===== src/rtl/write_logic_regs_header.sv =====
// Ingress write-side controller for the 4-line header buffer: AXI-Stream bytes in, registered RAM write strobes out.
// Optional build macro WR_LOGIC_DROP_OVERSIZE_EN: abort (do not commit) frames longer than one line.
module write_logic_regs_header #(
    parameter int LINE_W = 2,
    parameter int CHAR_W = 11
) (
    input  logic                     clk,
    input  logic                     reset_n,
    input  logic [7:0]               s_axis_tdata,
    input  logic                     s_axis_tvalid,
    input  logic                     s_axis_tlast,
    output logic                     s_axis_tready,
    input  logic                     rd_frame_done,
    output logic [LINE_W+CHAR_W-1:0] wr_ptr_rgs,
    output logic [7:0]               tdata_rgs,
    output logic                     we_rgs,
    output logic                     tlastarray_cs_rgs,
    output logic [LINE_W:0]          frames_avail,
    output logic                     trunc_err,
    output logic [1:0]               dbg_state_o
);

    localparam int PTR_W = LINE_W + CHAR_W;
    localparam logic [CHAR_W-1:0] CHAR_LAST = '1;
    localparam logic [CHAR_W-1:0] CHAR_ONE  = CHAR_W'(1);
    localparam logic [LINE_W-1:0] LINE_ONE  = LINE_W'(1);
    localparam logic [LINE_W:0]   FRAME_ONE = (LINE_W+1)'(1);
    localparam logic [LINE_W+1:0] LINES_CNT = (LINE_W+2)'(1 << LINE_W);

    // Handshake: a byte transfers on a rising edge where s_axis_tvalid && s_axis_tready;
    // s_axis_tready depends only on state and occupancy, never on s_axis_tvalid.

    typedef enum logic [1:0] {
        IDLE    = 2'd0,
        BODY    = 2'd1,
        DISCARD = 2'd2
    } state_e;

    state_e              state_q, state_d;
    logic [LINE_W-1:0]   line_q, line_d;
    logic [CHAR_W-1:0]   char_q, char_d;
    logic [PTR_W-1:0]    ptr_q, ptr_d;
    logic [7:0]          data_q, data_d;
    logic                we_q, we_d;
    logic                cs_q, cs_d;
    logic                trunc_q, trunc_d;
    logic                commit_p1_q, commit_d;
    logic                commit_p2_q;
    logic [LINE_W:0]     frames_q, frames_d;
    logic [LINE_W+1:0]   occ;
    logic                tready;
    logic                release_ok;

    // Commits still in the two-stage pipeline already own a line.
    always_comb begin
        occ = {1'b0, frames_q}
            + {{(LINE_W+1){1'b0}}, commit_p1_q}
            + {{(LINE_W+1){1'b0}}, commit_p2_q};
    end

    always_comb begin
        state_d  = state_q;
        line_d   = line_q;
        char_d   = char_q;
        ptr_d    = ptr_q;
        data_d   = data_q;
        we_d     = 1'b0;
        cs_d     = 1'b0;
        trunc_d  = 1'b0;
        commit_d = 1'b0;
        tready   = 1'b0;

        case (state_q)
            IDLE: begin
                tready = (occ < LINES_CNT);
                if (s_axis_tvalid && tready) begin
                    we_d   = 1'b1;
                    ptr_d  = {line_q, char_q};
                    data_d = s_axis_tdata;
                    if (s_axis_tlast) begin
                        cs_d     = 1'b1;
                        commit_d = 1'b1;
                        line_d   = line_q + LINE_ONE;
                        char_d   = '0;
                    end else begin
                        char_d  = char_q + CHAR_ONE;
                        state_d = BODY;
                    end
                end
            end

            BODY: begin
                tready = 1'b1;
                if (s_axis_tvalid) begin
                    we_d   = 1'b1;
                    ptr_d  = {line_q, char_q};
                    data_d = s_axis_tdata;
                    if (s_axis_tlast) begin
                        cs_d     = 1'b1;
                        commit_d = 1'b1;
                        line_d   = line_q + LINE_ONE;
                        char_d   = '0;
                        state_d  = IDLE;
                    end else if (char_q == CHAR_LAST) begin
                        trunc_d = 1'b1;
                        state_d = DISCARD;
`ifdef WR_LOGIC_DROP_OVERSIZE_EN
                        // Line stays reserved for the next frame; nothing is published.
                        char_d  = '0;
`else
                        cs_d     = 1'b1;
                        commit_d = 1'b1;
                        line_d   = line_q + LINE_ONE;
                        char_d   = '0;
`endif
                    end else begin
                        char_d = char_q + CHAR_ONE;
                    end
                end
            end

            DISCARD: begin
                tready = 1'b1;
                if (s_axis_tvalid && s_axis_tlast) begin
                    state_d = IDLE;
                end
            end

            default: begin
                state_d = IDLE;
            end
        endcase
    end

    // A release with nothing committed is dropped so the count cannot wrap.
    assign release_ok = rd_frame_done && (frames_q != '0);

    always_comb begin
        frames_d = frames_q;
        case ({commit_p2_q, release_ok})
            2'b10:   frames_d = frames_q + FRAME_ONE;
            2'b01:   frames_d = frames_q - FRAME_ONE;
            default: frames_d = frames_q;
        endcase
    end

    always_ff @(posedge clk) begin
        if (!reset_n) begin
            state_q     <= IDLE;
            line_q      <= '0;
            char_q      <= '0;
            ptr_q       <= '0;
            data_q      <= '0;
            we_q        <= 1'b0;
            cs_q        <= 1'b0;
            trunc_q     <= 1'b0;
            commit_p1_q <= 1'b0;
            commit_p2_q <= 1'b0;
            frames_q    <= '0;
        end else begin
            state_q     <= state_d;
            line_q      <= line_d;
            char_q      <= char_d;
            ptr_q       <= ptr_d;
            data_q      <= data_d;
            we_q        <= we_d;
            cs_q        <= cs_d;
            trunc_q     <= trunc_d;
            commit_p1_q <= commit_d;
            commit_p2_q <= commit_p1_q;
            frames_q    <= frames_d;
        end
    end

    assign s_axis_tready     = tready;
    assign wr_ptr_rgs        = ptr_q;
    assign tdata_rgs         = data_q;
    assign we_rgs            = we_q;
    assign tlastarray_cs_rgs = cs_q;
    assign trunc_err         = trunc_q;
    assign frames_avail      = frames_q;
    assign dbg_state_o       = state_q;

endmodule


===== config.mk =====
export PLATFORM = sky130hd
export DESIGN_NAME = write_logic_regs_header
export DESIGN_NICKNAME = d
export VERILOG_FILES = /design/src/rtl/write_logic_regs_header.sv
export SDC_FILE = /design/constraint.sdc
export NUM_CORES = 1
export LEC_CHECK = 0
export ABC_AREA = 1
export CORE_ASPECT_RATIO = 1.5
export CORE_MARGIN = 2
export CORE_UTILIZATION = 40
export DETAILED_ROUTE_END_ITERATION = 8
export HOLD_SLACK_MARGIN = 0.05
export PLACE_DENSITY_LB_ADDON = 0.12
export SYNTH_ARGS = -nofsm -noshare
export SYNTH_HDL_FRONTEND = slang
export SYNTH_SLANG_ARGS = --single-unit

===== constraint.sdc =====
create_clock -name clk -period 1.9 [get_ports clk]
set_input_delay 0.38 -clock clk [delete_from_list [all_inputs] [get_ports clk]]
set_output_delay 0.38 -clock clk [all_outputs]
set_load 0.03 [all_outputs]

==> impl_metrics.yaml, run 1 <==
synth:
  netlist_instances: 263
  synth_top_area_share_pct: 43.4
  postSynthAreaPerCell_um2: 7.54
  synth-simple-area-share_pct: 26.7
  synth_area_leaders: "dfxtp_1, nand2_1, nor2_1"
  synth_mux_area_share_pct: 0
  synth_seq_area_share_pct: 43.4
  synthDistinctLibCells: 30
  netlist_area_mm2: 0.00198
  yosys_warnings: 0
  ys_async_sr_fraction_pct: 0
  synth_top_family_by_area: "simple AND/OR/NAND/NOR gates"
  yosysMostFrequentCell: "nand2_1"
  synth_compound_gate_area_share_pct: 14.2
  synth_top_area_cell: "dfxtp_1"
  synth-seq-cells: 43
  synth-edff-count: 0
  synth_xor_area_share_pct: 1.32
  syn_nets: 284
  synthAdderAreaFrac_pct: 5.43
  synth_common_cells: "nand2_1, dfxtp_1, nor2_1"
  synthFlopType: "dfxtp_1"
layout:
  layoutNonFillerInstCount: 384
  fill_cells: 516
  multi_input_area_um2: 983
  drive_above_1_share_pct: 15.7
  nets: 338
  antenna_cells: 0
  area_growth_pct: 34.9
  seq_area_um2: 866
detailed_routing:
  wirelength_um: 4350
  vias: 1798
  drcViolationCount: 0
  wl_per_cell_um: 11.3
  drt-vias-per-instance: 4.68
  drtIter0Drc: 58
  dr.pass1.iters: 4
  drtAntennaViolNets: 0
global_route:
  grt_max_degree: 33
  grt_overflow: 0
  grt_pass1_vias: 1687
  grtUsageTotal_pct: 16.7
  grt_pass1_wl_um: 7200
  antenna_found_initial: 0
power_and_ir_drop:
  irDropWorstVdd_mv: 0.706
  fin_total_pwr_w: 0.00309
  p_leak_nw: 1.07
  powerDensity_mw_per_mm2: 1160
sta:
  tightest_slew_ps: 322
  fin_crit_ps: 1840
  relSlewSlack_pct: 78.3
  rsz0062_at_grt: "true"
  max_freq_mhz: 542
  drv_slew: 0
  finalCritPeriodShare_pct: 97.0
  finalHoldViolCount: 0
  setup_viol: 0
  finClkSkew_ps: 5.81
placement:
  dp_cells: 374
  gp_congestion: 0.775
  dp_hpwl_um: 3100
  io_buffers: 42
critical_path:
  critical_path.max_fanout: 7
  path_class: "flip-flop to primary output"
  crit_path_end_kind: "primary output"
  critPathArrivalTime_ps: 1460
  start_kind: "flip-flop"
  crit_required_ps: 1520
floorplan:
  die_area_mm2: 0.00555
  core_mm2: 0.00481
  io_pins: 43
  initial_core_util_pct: 41.2
  die_h_um: 90.2
  fp-row-count: 31
  die_w_um: 61.5
clock_tree:
  cts.sinks: 43
  clk_latency_ps: 290
  path_clk_slew_ps: 80
  clockBufferDepth: 2
  cts_root_buf: "clkbuf_8"
  cts_tree: "done"
  cts_buffers: 5
  htreeDepth: 2
min_path:
  min-delay-path-class: "flip-flop to flip-flop"
run_status:
  status: "complete, no violations"
job:
  maxCapViolations: 0
layout make-up:
type / count / area share, %
clock buffer: 8 / 3.74
inverter: 29 / 4.16
multi-input combinational: 183 / 36.8
sequential: 43 / 32.4
tap: 66 / 3.09
timing repair buffer: 55 / 19.9
cell families after synthesis:
kind of cell / count (synthesis)
flops: 43
buf+inv: 37
compound gates: 54
xor+xnor: 3
simple gates: 118
fa+ha+maj: 8
layout by cell type, fill, tap and decap left out:
cell and n:
dfxtp_1 41, clkdlybuf4s50_1 41, nand2_1 40, nor2_1 39, inv_1 25, a21oi_1 24
nand3_1 14, o21ai_0 13, o21ai_1 12, buf_4 12, nand2_2 8, clkbuf_8 7
nor2_2 5, ha_1 5, inv_2 3, nor2_4 3, xor2_1 3, nand4_1 3
nor3_1 2, nand2_4 2, a21oi_2 2, o21a_1 1, nand3_2 1, inv_4 1
a21boi_0 1, a211oi_1 1, nor4_1 1, fa_1 1, ha_4 1, ha_2 1
clkbuf_1 1, dfxtp_2 1, dfxtp_4 1, buf_6 1, buf_12 1
path summary, 6_finish.rpt:
path / start / to / slack (ps) / cells past startpoint
max reg2reg: frames_avail[0] / tdata_rgs[7] / 160 / 12
max: dbg_state_o[0] / s_axis_tready / 60 / 7
min: commit_p1_q / commit_p2_q / 450 / 2
min reg2reg: commit_p1_q / commit_p2_q / 450 / 2
metrics by stage:
| step | setup TNS [ps] | hold WS, ps | instance area (µm²) | utilization, % | setup WS [ps] |
|---|---|---|---|---|---|
| floorplan | 0 | 441 | 1990 | - | 11.5 |
| global placement | -150 | 433 | 2510 | 52.3 | -146 |
| detailed placement | -230 | 438 | 2510 | 52.3 | -198 |
| CTS | 0 | 451 | 2660 | 55.2 | 21.3 |
| global route | -24.2 | 488 | 2680 | 55.6 | -13.5 |
| finish | 0 | 452 | 2680 | 55.6 | 56.2 |
state kept, by name, summed over array words and instances (netlist names):
name	count
wr_ptr_rgs	13
char_q	11
tdata_rgs	8
frames_avail	3
dbg_state_o	2
line_q	2
commit_p1_q	1
commit_p2_q	1
trunc_err	1
we_rgs	1
routing by layer:
metal / wire length (µm) / track usage, %
met2: 2370 / 30.6
met3: 93 / 3.02
met5: 0 / 0
met4: 62 / 5.85
met1: 1830 / 17.9
timing repair:
| action | 4_1_cts | 5_1_grt |
|---|---|---|
| gates resized for setup | 7 | 9 |
| pin swaps | 2 | 4 |
| setup endpoints to repair | 1 | 4 |
| cloned | 0 | 0 |
| hold buffers | 0 | 0 |
| setup buffers | 2 | 0 |
critical path, stage by stage (launching register included):
cell and delay, ps:
dfxtp_1 350, inv_1 120, ha_2 290, nand2_2 90
inv_2 80, nor2_4 30, nor2_2 80, buf_6 130
power by group:
part	internal [W]	switching, W
logic	0.000534	0.000788
clock network	0.000332	0.000298
registers	0.00105	0.0000853
(Power assumes the default switching activity.)
==> run 2: changes to the inputs <==
CORE_UTILIZATION = 50   (was 40)
SKIP_LAST_GASP = 1   (was default)
==> run 2 against run 1 <==
Combinational power grew 3%. Setup slack gained 12 ps. Clock-buffer cell count shrank 3. Clock power grew 14%. Register-to-register slack lost 70 ps. Via count shrank 0.44%. Die area shrank 19%. Worst hold slack gained 2.8 ps. Power grew 4.2%. Global-route usage grew 3.6 points. Cell count shrank 6.0%. Critical endpoint unchanged. Largest cell class unchanged.
==> impl_metrics.yaml, run 2 (same netlist as run 1, synthesis figures left out) <==
run_status:
  status: "complete, no violations"
power_and_ir_drop:
  p_int_w: 0.00202
  clock_power_share_pct: 22.2
  p_switching_w: 0.00120
  pwr-share-seq_pct: 35.6
  irDropWorstVdd_mv: 1.01
  p_sw_share_pct: 37.2
  powerDensity_mw_per_mm2: 1200
  p_leak_nw: 1.10
  p_comb_share_pct: 42.2
sta:
  finalCritPeriodShare_pct: 96.4
  max_freq_mhz: 546
  finClkSkew_ps: 8.03
  setup_viol: 0
  fin_crit_ps: 1830
  relSlewSlack_pct: 76.5
  drv_slew: 0
  finalHoldViolCount: 0
  tightest_slew_ps: 350
  rsz0062_at_grt: "true"
global_route:
  antenna_found_initial: 0
  grtUsageTotal_pct: 20.3
  grt_pass1_wl_um: 7300
  grt_pass1_vias: 1739
  grt_max_degree: 33
  grt_overflow: 0
critical_path:
  start_kind: "flip-flop"
  crit_required_ps: 1520
  critical_path.max_fanout: 3
  crit_chain: "ha_4 -> nand2_2 -> nand2_2 -> nand2_2 -> nand2_2 -> inv_2 -> nor2_2 -> nor2_2 -> buf_6"
  critPathArrivalTime_ps: 1450
  cpMostUsedCell: "nand2_2"
  reg2reg_depth: 11
  path_class: "flip-flop to primary output"
  crit_path_end_kind: "primary output"
  crit_path_top_delay_cell: "dfxtp_4"
  critical-path-max-stage-delay_ps: 370
detailed_routing:
  wl_per_cell_um: 11.8
  drtIter0Drc: 23
  drt-vias-per-instance: 4.96
  wirelength_um: 4250
  drtAntennaViolNets: 0
  vias: 1790
  dr.pass1.iters: 4
  drcViolationCount: 0
layout:
  area_growth_pct: 35.2
  postLayoutCellArea_mm2: 0.00268
  layoutNonFillerInstCount: 361
  fill_cells: 337
  largest_reg_flops: 13
  drive_above_1_share_pct: 15.8
  most-common-layout-cells: "nand2_1, dfxtp_1, clkdlybuf4s50_1"
  nets: 336
  antenna_cells: 0
clock_tree:
  cts.sinks: 43
  clockBufferDepth: 2
  clk_latency_ps: 300
  htreeDepth: 2
  cts_hold_buf: 0
  cts_root_buf: "clkbuf_8"
  cts_buffers: 5
  cts_tree: "done"
  path_clk_slew_ps: 80
placement:
  dp_cells: 351
  dp_hpwl_um: 3060
  io_buffers: 42
  placed_area_mm2: 0.00250
  gp_congestion: 0.848
job:
  maxCapViolations: 0
min_path:
  whs_path_depth: 2
  min-delay-path-class: "flip-flop to flip-flop"
floorplan:
  die_h_um: 81.1
  io_pins: 43
  die_area_mm2: 0.00450
  fp-row-count: 28
  die_w_um: 55.4
  core_mm2: 0.00389
  initial_core_util_pct: 51.0
## run 2: through the flow
stage          setup WS, ps  utilization [%]  hold WS (ps)  TNS, ps  total power, W
2_1_floorplan          11.5                -           441        0         0.00200
3_3_place_gp           -145             64.3           432     -145         0.00245
3_5_place_dp           -180             64.3           436     -180         0.00247
4_1_cts                3.99             68.2           447        0         0.00322
5_1_grt               -22.7             69.0           497    -46.5         0.00342
6_report               67.9             69.0           455        0         0.00322
## run 2: cell type report
type | instances | area [µm²] | share of cell area (%)
Tap cell | 45 | 56.3 | 2.10
Sequential cell | 43 | 867 | 32.3
Clock buffer | 5 | 68.8 | 2.57
Timing Repair Buffer | 53 | 544 | 20.3
Multi-Input combinational cell | 183 | 990 | 36.9
Inverter | 29 | 111 | 4.15
Clock inverter | 3 | 43.8 | 1.63
## run 2: critical path: cells and delay by family (launching register included)
| family | cells | cell delay [ps] |
|---|---|---|
| adder cells (fa/ha/maj) | 1 | 230 |
| buffers and inverters | 2 | 190 |
| AND/OR/NAND/NOR | 6 | 350 |
| flip-flops | 1 | 370 |
## run 2: layer usage
| metal | share of wire (%) | wire length [µm] | vias up | GRT usage [%] |
|---|---|---|---|---|
| met5 | 0 | 0 | - | 0 |
| met4 | 1.7 | 74 | 0 | 8.54 |
| met3 | 2.8 | 119 | 8 | 4.46 |
| met2 | 55 | 2340 | 25 | 40.1 |
| met1 | 40 | 1720 | 810 | 20.2 |
| li1 | - | - | 947 | - |
## run 2: power by group through the flow
stage	logic [W]	clock network, W	registers [W]
6_report	0.00136	0.000716	0.00115
5_1_grt	0.00148	0.000773	0.00117
4_1_cts	0.00135	0.000727	0.00115
3_5_place_dp	0.00131	0	0.00116
3_3_place_gp	0.00130	0	0.00115
2_1_floorplan	0.000583	0	0.00142
## run 2: path summary, 6_finish.rpt
| path | from | to | slack (ps) |
|---|---|---|---|
| hold / removal | commit_p1_q | commit_p2_q | 450 |
| hold reg to reg | commit_p1_q | commit_p2_q | 450 |
| setup / recovery | frames_avail[0] | s_axis_tready | 70 |
| setup reg to reg | dbg_state_o[1] | char_q[4] | 90 |
## run 2: what timing repair did
| item | in CTS | in global routing |
|---|---|---|
| endpoints found under the setup margin | 2 | 5 |
| resized for setup | 8 | 9 |
| gates cloned | 0 | 0 |
| pin swaps | 3 | 4 |
| buffers inserted | 2 | 0 |
==> run 3: changes to the inputs <==
ABC_AREA = default   (was 1)
CORE_UTILIZATION = 51   (was 50)
MAX_ROUTING_LAYER = met4   (was default)
clock period = 2.1 ns   (was 1.9 ns; I/O delays follow)
==> run 3 against run 2 <==
Clock power shrank 26%. Clock-buffer cell count grew 1. Synthesized cell count shrank 3.0%. Worst hold slack lost 1.6 ps. Utilization grew 0.68 points. Sequential power shrank 16%. Setup slack gained 31 ps. First-iteration DRC count grew to 2.9 times the previous value. Register-to-register slack gained 80 ps. Synthesized area grew 7.0%. Clock skew shrank 5.1 ps. Critical path depth shrank 3.
==> impl_metrics.yaml, run 3 <==
synth:
  postSynthAreaPerCell_um2: 8.32
  synth_xor_area_share_pct: 0.825
  synth_seq_area_share_pct: 40.6
  synthAdderAreaFrac_pct: 5.07
  synth-simple-area-share_pct: 22.8
  yosys_warnings: 0
  synth_area_leaders: "dfxtp_1, nand2_1, a21oi_1"
  synth-seq-cells: 43
  synth_common_cells: "nand2_1, dfxtp_1, a21oi_1"
  netlist_area_mm2: 0.00212
  synth_mux_area_share_pct: 2.89
  synth_compound_gate_area_share_pct: 20.2
  ys_async_sr_fraction_pct: 0
  synth_top_area_cell: "dfxtp_1"
  yosysMostFrequentCell: "nand2_1"
  synthDistinctLibCells: 48
  syn_nets: 276
  synth_top_family_by_area: "simple AND/OR/NAND/NOR gates"
  synth-edff-count: 0
  netlist_instances: 255
  synthFlopType: "dfxtp_1"
  synth_top_area_share_pct: 40.6
critical_path:
  crit_required_ps: 1680
  crit_path_end_kind: "primary output"
  path_class: "flip-flop to primary output"
  start_kind: "flip-flop"
  critical-path-max-stage-delay_ps: 350
  critical_path_buf_inv_count: 1
  critical_path.max_fanout: 5
  critPathArrivalTime_ps: 1580
  crit_chain: "ha_1 -> a21oi_4 -> o211a_1 -> nor2_1 -> nor2_2 -> buf_4"
  crit_path_top_delay_cell: "dfxtp_2"
  crit_family: "flip-flops"
floorplan:
  die_h_um: 83
  initial_core_util_pct: 53.6
  die_area_mm2: 0.00470
  io_pins: 43
  core_mm2: 0.00396
  fp-row-count: 28
  die_w_um: 56.7
placement:
  place_ws_ps: -150
  gp_congestion: 0.847
  dp_hpwl_um: 3540
  placed_area_mm2: 0.00265
  io_buffers: 42
global_route:
  grt_max_degree: 20
  grt_pass1_wl_um: 8150
  grt_pass1_vias: 1950
  grt_overflow: 0
  grtUsageTotal_pct: 21.7
  antenna_found_initial: 0
sta:
  rsz0062_at_grt: "false"
  finalCritPeriodShare_pct: 95.3
  setup_viol: 0
  setup_ws_ps: 99.3
  fin_crit_ps: 2000
  drv_slew: 0
  max_freq_mhz: 500
  finClkSkew_ps: 2.98
  relSlewSlack_pct: 71.7
  setup_tns_ps: 0
  finalHoldViolCount: 0
  tightest_slew_ps: 424
clock_tree:
  cts_root_buf: "clkbuf_8"
  htreeDepth: 2
  clk_latency_ps: 290
  clockBufferDepth: 2
  cts_tree: "done"
  cts_buffers: 5
  cts.sinks: 43
  path_clk_slew_ps: 80
layout:
  most-common-layout-cells: "nand2_1, dfxtp_1, clkdlybuf4s50_1"
  fill_cells: 352
  drive_above_1_share_pct: 13.9
  nets: 331
  postLayoutCellArea_mm2: 0.00276
  final_util_pct: 69.6
  antenna_cells: 0
  area_growth_pct: 29.9
  largest_reg_flops: 13
  final_common_cell: "nand2_1"
run_status:
  status: "complete, no violations"
job:
  maxCapViolations: 0
detailed_routing:
  vias: 1977
  drtAntennaViolNets: 0
  dr.pass1.iters: 5
  drtIter0Drc: 66
  wl_per_cell_um: 13.3
  drt-vias-per-instance: 5.57
  drcViolationCount: 0
  wirelength_um: 4730
power_and_ir_drop:
  clock_power_share_pct: 20.3
  powerDensity_mw_per_mm2: 948
  p_sw_share_pct: 37.3
  p_leak_nw: 1.01
  pwr-share-seq_pct: 37.1
  p_switching_w: 0.000974
  irDropWorstVdd_mv: 0.733
  p_comb_share_pct: 42.7
  p_int_w: 0.00164
min_path:
  min-delay-path-class: "flip-flop to flip-flop"
==> run 3: cell types whose count changed in the layout (fill, tap and decap cells not counted), moves of 4 or more <==
cell,before,now
a21oi_1,25,29
buf_4,8,21
mux2i_1,0,5
nor2_2,6,1
or4_1,0,4
nand3_1,14,8
nand2_2,8,0
nor2_1,39,11
o21ai_1,11,1
nand2_1,40,57
o21ai_0,14,8
inv_1,25,15
==> run 3: through the flow <==
step | total power, W | cells | hold slack [ps]
2_1_floorplan | 0.00173 | 255 | 440
3_3_place_gp | 0.00208 | 347 | 441
3_5_place_dp | 0.00209 | 347 | 447
4_1_cts | 0.00263 | 355 | 458
5_1_grt | 0.00278 | 355 | 488
6_report | 0.00261 | 355 | 453
==> run 3: worst paths after layout <==
path	startpoint	end	slack, ps	cells after the start
worst min-delay path	wr_ptr_rgs[5]	wr_ptr_rgs[5]	450	2
worst max-delay path	frames_avail[0]	s_axis_tready	100	6
worst max register to register	dbg_state_o[0]	char_q[10]	170	7
worst min register to register	wr_ptr_rgs[5]	wr_ptr_rgs[5]	450	2
==> run 3: cell families (layout without fill, tap and decap cells) <==
| group | count (synthesis) | after routing |
|---|---|---|
| flops | 43 | 43 |
| buf+inv | 30 | 85 |
| compound gates | 64 | 64 |
| xor+xnor | 2 | 2 |
| mux | 6 | 6 |
| fa+ha+maj | 8 | 8 |
| simple gates | 102 | 102 |
==> run 3: tightest hold or removal path, cell delays in order (launching register included) <==
cell	delay [ps]
dfxtp_1	310
nand2_1	50
a21oi_1	50
==> run 3: power groups by stage <==
stage	combinational, W	clock, W	sequential (W)
2_1_floorplan	0.000624	0	0.00111
3_3_place_gp	0.00109	0	0.000986
3_5_place_dp	0.00111	0	0.000987
4_1_cts	0.00112	0.000544	0.000970
5_1_grt	0.00123	0.000570	0.000982
6_report	0.00112	0.000529	0.000969
==> run 3: repair_timing <==
item | CTS | global route
pin swaps | 1 | 0
hold buffers | 0 | 0
resized for setup | 2 | 1
gates cloned | 0 | 0
hold endpoints to repair | 0 | 0
setup buffers | 1 | 0
setup endpoints to repair | 1 | 15
==> run 3: metal layers <==
layer | track usage, % | vias up | wire length (µm)
met5 | - | - | 0
met4 | 7.79 | 0 | 90
met3 | 4.05 | 7 | 162
met2 | 40.2 | 35 | 2640
met1 | 22.0 | 944 | 1840
li1 | - | 991 | -
==> run 3: cell type report <==
type / count / area (µm²) / area share (%)
Multi-Input combinational cell: 182 / 1110 / 40.4
Sequential cell: 43 / 862 / 31.3
Timing Repair Buffer: 63 / 579 / 21.0
Clock buffer: 6 / 82.6 / 3.00
Inverter: 15 / 56.3 / 2.04
Tap cell: 45 / 56.3 / 2.04
Clock inverter: 1 / 5.00 / 0.182
==> RTL edit 1: new RTL, config.mk and constraints of run 2 <==
Reset style: asynchronous (`reset_n`), changed in one clocked block.
--- a/src/rtl/write_logic_regs_header.sv
+++ b/src/rtl/write_logic_regs_header.sv
@@ -144,7 +144,7 @@
         endcase
     end
 
-    always_ff @(posedge clk) begin
+    always_ff @(posedge clk or negedge reset_n) begin
         if (!reset_n) begin
             state_q     <= IDLE;
             line_q      <= '0;
Behaviour: differs if reset_n is asserted again (counterexample within 4 cycles, from zero or initial values and one cycle with reset_n low); with reset_n held inactive, the same outputs for 10 cycles.
==> RTL edit 1 against run 2 <==
- the run now ends with setup timing left
- area after synthesis grew 9.7%
- non-clock buffer count shrank 4
- routed wire length shrank 3.8%
- final cell count shrank 5.8%
- total power grew 33%
- register-to-register slack gained 50 ps
- worst setup slack lost 150 ps
- core utilization shrank 2.5 points
- clock power shrank 10%
- first-iteration DRC count grew to 2.7 times the old value
- final area grew 4.3%
- sequential cell count is the same
- critical path type unchanged
==> RTL edit 1: results (changes against run 2) <==
[drt]
wl_mm=4.09  ; -3.8%
drtIter0Drc=63  ; +170%
met2WireLength_mm=2.21  ; -5.6%

[sta]
finalClockSkew_ps=6.47  ; -1.55 ps
timing.final.ws_setup_ps=-83.8  ; -152 ps
setup_violations=1  ; +1
maxSlewHeadroom_pct=66.8  ; -9.7 points
hold_slack_ps=40.1  ; -415 ps

[power_and_ir_drop]
internal_power_mw=2.43  ; +20%
power_leakage_nw=1.28  ; +17%
vdd.ir_drop.worst_mv=1.16  ; +15%

[run_status]
outcome=finished with violations
violations=setup timing

[logic_synthesis]
synth_common_cells=nand2_1 (77), dfrtp_1 (43), inv_1 (21)
syn-num-nets=264  ; -7.0%
yosysSeqAreaShare_pct=49.5  ; +6.0 points
async_flop_share_pct=100  ; +100 points
ys_types=31  ; +3.3%
synth_compound_area_share_pct=8.68  ; -5.5 points
synth_xor_xnor_area_share_pct=2.42  ; +1.1 points
synthTopCellsByArea=dfrtp_1 (49%), nand2_1 (13%), ha_1 (4.0%)

[global_routing]
grt_usage_pct=18.5  ; -1.8 points
grt_pass1_vias=1646  ; -5.3%
grt_start_max_net_pins=48  ; +45%

[critical_path]
reg2reg_slack_ps=140  ; +50 ps
critPathMaxFanout=2  ; -1
reg2reg_from=frames_avail[0]
reg2reg_to=line_q[1]

[min_path]
min_path_type=primary input to asynchronous set/reset pin

[placed_design]
post-dp-hpwl_mm=2.98  ; -2.8%

[finish]
finalNetCount=314  ; -6.5%

[RTL edit 1: cell count changes after synthesis, sizes merged, moves of 2 or more]
cell	change
a21oi	-22
dfrtp	+43
dfxtp	-43
inv	-4
nand2	+34
nand4	+3
nor2	-31
o21ai	+2
xor2	+2
[RTL edit 1: cells by family after synthesis]
logic type	Yosys count
simple gates	123
compound gates	32
flops	43
fa+ha+maj	8
buf+inv	31
xor+xnor	6
[RTL edit 1: worst max-delay path, cell delays in order (launching register included)]
cell,delay (ps)
dfrtp_1,390
ha_1,300
nand2_1,80
nand2_2,50
and2_4,140
nor2_4,100
nor2_2,50
nor2_4,70
buf_6,130
[RTL edit 1: what timing repair did]
action	4_1_cts	5_1_grt
gates resized for setup	6	2
hold buffers	0	0
buffers inserted	2	1
gates cloned	0	0
endpoints found under the setup margin	1	3
pin swaps	4	2
[RTL edit 1: cell type report]
| cell class | instances | area, um2 | area share, % |
|---|---|---|---|
| timing repair buffer | 49 | 497 | 17.8 |
| sequential | 43 | 1080 | 38.5 |
| tap | 46 | 57.6 | 2.06 |
| multi-input combinational | 169 | 957 | 34.2 |
| clock buffer | 7 | 96.3 | 3.44 |
| clock inverter | 1 | 7.51 | 0.268 |
| inverter | 25 | 106 | 3.80 |
[RTL edit 1: routing by layer]
metal  track usage (%)  vias up
met2              32.9       29
met5                 0        -
met3              3.70        5
li1                  -      864
met1              21.6      801
met4              6.55        0
[RTL edit 1: worst max-delay path by stage]
| stage | startpoint | end | slack, ps |
|---|---|---|---|
| floorplan | frames_avail[1] | frames_avail[2] | 20 |
| global placement | rd_frame_done | frames_avail[2] | -100 |
| detailed placement | rd_frame_done | frames_avail[2] | -170 |
| CTS | commit_p2_q | s_axis_tready | -110 |
| global route | frames_avail[0] | s_axis_tready | -190 |
| finish | frames_avail[0] | s_axis_tready | -80 |
[RTL edit 1: stage by stage]
stage | cells | area (um2) | total power [mW] | setup WS [ps]
after global placement | 329 | 2650 | 3.52 | -101
after CTS | 339 | 2790 | 4.32 | -107
after floorplan | 243 | 2180 | 2.90 | 20.4
after detailed placement | 329 | 2650 | 3.56 | -166
after global routing | 340 | 2800 | 4.61 | -187
final | 340 | 2800 | 4.30 | -83.8
[RTL edit 1: power by group through the flow]
stage	logic, mW	clock network (mW)	registers (mW)
after CTS	2.29	0.657	1.38
final	2.28	0.641	1.37
after floorplan	1.12	0	1.78
after detailed placement	2.17	0	1.39
after global placement	2.13	0	1.39
after global routing	2.52	0.691	1.40
==> RTL edit 2: new RTL, flow settings as in run 2 <==
Without the edit above. Add a define of `WR_LOGIC_DROP_OVERSIZE_EN`.
--- a/src/rtl/write_logic_regs_header.sv
+++ b/src/rtl/write_logic_regs_header.sv
@@ -1,5 +1,7 @@
 // Ingress write-side controller for the 4-line header buffer: AXI-Stream bytes in, registered RAM write strobes out.
 // Optional build macro WR_LOGIC_DROP_OVERSIZE_EN: abort (do not commit) frames longer than one line.
+`define WR_LOGIC_DROP_OVERSIZE_EN
+
 module write_logic_regs_header #(
     parameter int LINE_W = 2,
     parameter int CHAR_W = 11
Formal check against the unedited RTL: no difference found for any inputs over 10 cycles, from zero or initial values and one cycle with reset_n low; that may be too few to reach the edited logic, so the function may still have changed.
==> RTL edit 2 against run 2 <==
- final area rose by 3.0%
- routed wire length fell by 0.24%
- die area rose by 3.6%
- sequential cell count did not move
- worst setup slack improved by 7.0 ps
- total power rose by 23%
- area after synthesis rose by 3.8%
- register-to-register slack improved by 60 ps
- highest routed layer unchanged
==> RTL edit 2: results (changes against run 2) <==
[run_status]
outcome=finished, final reports clean

[drt]
vias=1909  ; +6.6%
wl_per_cell_um=11.1  ; -6.0%
viasPerCell=4.98  ; +0.52%
drtIter0Drc=37  ; +61%

[logic_synthesis]
synthTopCellsByArea=dfxtp_1 (42%), nor2_1 (12%), nand2_1 (7.7%)
ys_types=31  ; +3.3%
yosysSeqAreaShare_pct=41.8  ; -1.6 points
syn-num-nets=303  ; +6.7%
syn_area_per_cell_um2=7.30  ; -3.2%
synth_common_cells=nor2_1 (65), dfxtp_1 (43), nand2_1 (42)

[global_routing]
grt_pass1_wl_mm=7.21  ; -1.2%
grt_start_max_net_pins=21  ; -36%
grt_pass1_vias=1695  ; -2.5%
grt_usage_pct=19.7  ; -0.68 points

[power_and_ir_drop]
power_leakage_nw=1.13  ; +2.7%

[placed_design]
place_congestion=0.826  ; -2.5%
place_ws_ps=-309  ; -130 ps
post-dp-hpwl_mm=3.14  ; +2.5%
place_inst=372  ; +6.0%

[sta]
hold_slack_ps=457  ; +1.73 ps
maxSlewHeadroom_pct=78.4  ; +1.9 points
finalCritPeriodShare_pct=96.1  ; -0.37 points
finalClockSkew_ps=5.70  ; -2.33 ps

[critical_path]
path_common_cell=nand2_1
reg2reg_to=frames_avail[2]
reg2reg_slack_ps=150  ; +60 ps

[finish]
drive_above_1_share_pct=16.9  ; +1.0 points
fill_cells=354  ; +5.0%
antennaDiodeCount=0  ; unchanged
utilization_pct=69.8  ; +0.80 points
finalNetCount=358  ; +6.5%

[clock_network]
cts_root_buf=clkbuf_8

[RTL edit 2: changes by cell type in the layout (fill, tap and decap cells not counted), sizes merged, moves of 3 or more]
| cell | before | now |
|---|---|---|
| a21oi | 26 | 16 |
| o21ai | 25 | 28 |
| buf | 12 | 17 |
| inv | 29 | 26 |
| or2 | 0 | 4 |
| nand4 | 3 | 7 |
| nor2 | 47 | 71 |
[RTL edit 2: layout make-up]
| type | count | area share, % |
|---|---|---|
| well taps | 45 | 2.04 |
| flip-flops and latches | 43 | 31.4 |
| clock buffers | 6 | 2.63 |
| inverters | 27 | 3.67 |
| repair buffers | 58 | 20.6 |
| clock inverters | 2 | 0.453 |
| multi-input cells | 202 | 39.1 |
[RTL edit 2: worst register-to-register path, stage by stage (launching register included)]
cell	delay, ps
dfxtp_4	380
inv_2	70
a31oi_4	180
ha_2	190
inv_2	40
fa_2	390
a21oi_2	150
o21ai_2	70
o21ai_1	130
a21oi_1	50
[RTL edit 2: cell families (layout without fill, tap and decap cells)]
family	Yosys count	after routing	share of synthesized area (%)
AO/OA/AOI/OAI	45	45	11.6
flip-flops	43	43	41.8
XOR/XNOR	3	3	1.28
buffers and inverters	37	93	8.15
AND/OR/NAND/NOR	146	146	32.0
adder cells (fa/ha/maj)	8	8	5.23
[RTL edit 2: timing repair]
item / 4_1_cts / 5_1_grt
pin swaps: 1 / 7
endpoints found under the setup margin: 1 / 2
gates resized for setup: 3 / 16
buffers inserted: 1 / 2
[RTL edit 2: worst min path at each step]
stage / from / to / cells past startpoint
after CTS: commit_p1_q / commit_p2_q / 2
after floorplan: line_q[1] / line_q[1] / 2
final: commit_p1_q / commit_p2_q / 2
after global placement: commit_p1_q / commit_p2_q / 2
after global routing: wr_ptr_rgs[0] / wr_ptr_rgs[0] / 2
after detailed placement: commit_p1_q / commit_p2_q / 2
[RTL edit 2: power by group]
| part | internal (mW) | total [mW] | switching [mW] | leakage [nW] |
|---|---|---|---|---|
| clock | 0.257 | 0.565 | 0.308 | 0.0412 |
| sequential | 1.12 | 1.24 | 0.121 | 0.354 |
| combinational | 0.894 | 2.14 | 1.25 | 0.733 |
| total | 2.27 | 3.95 | 1.68 | 1.13 |
[RTL edit 2: routing by layer]
metal	vias up	track usage [%]	routed length (um)
li1	1012	-	-
met1	859	21.9	1880
met2	31	36.7	2150
met3	7	3.74	140
met4	0	7.86	75
met5	-	0	0
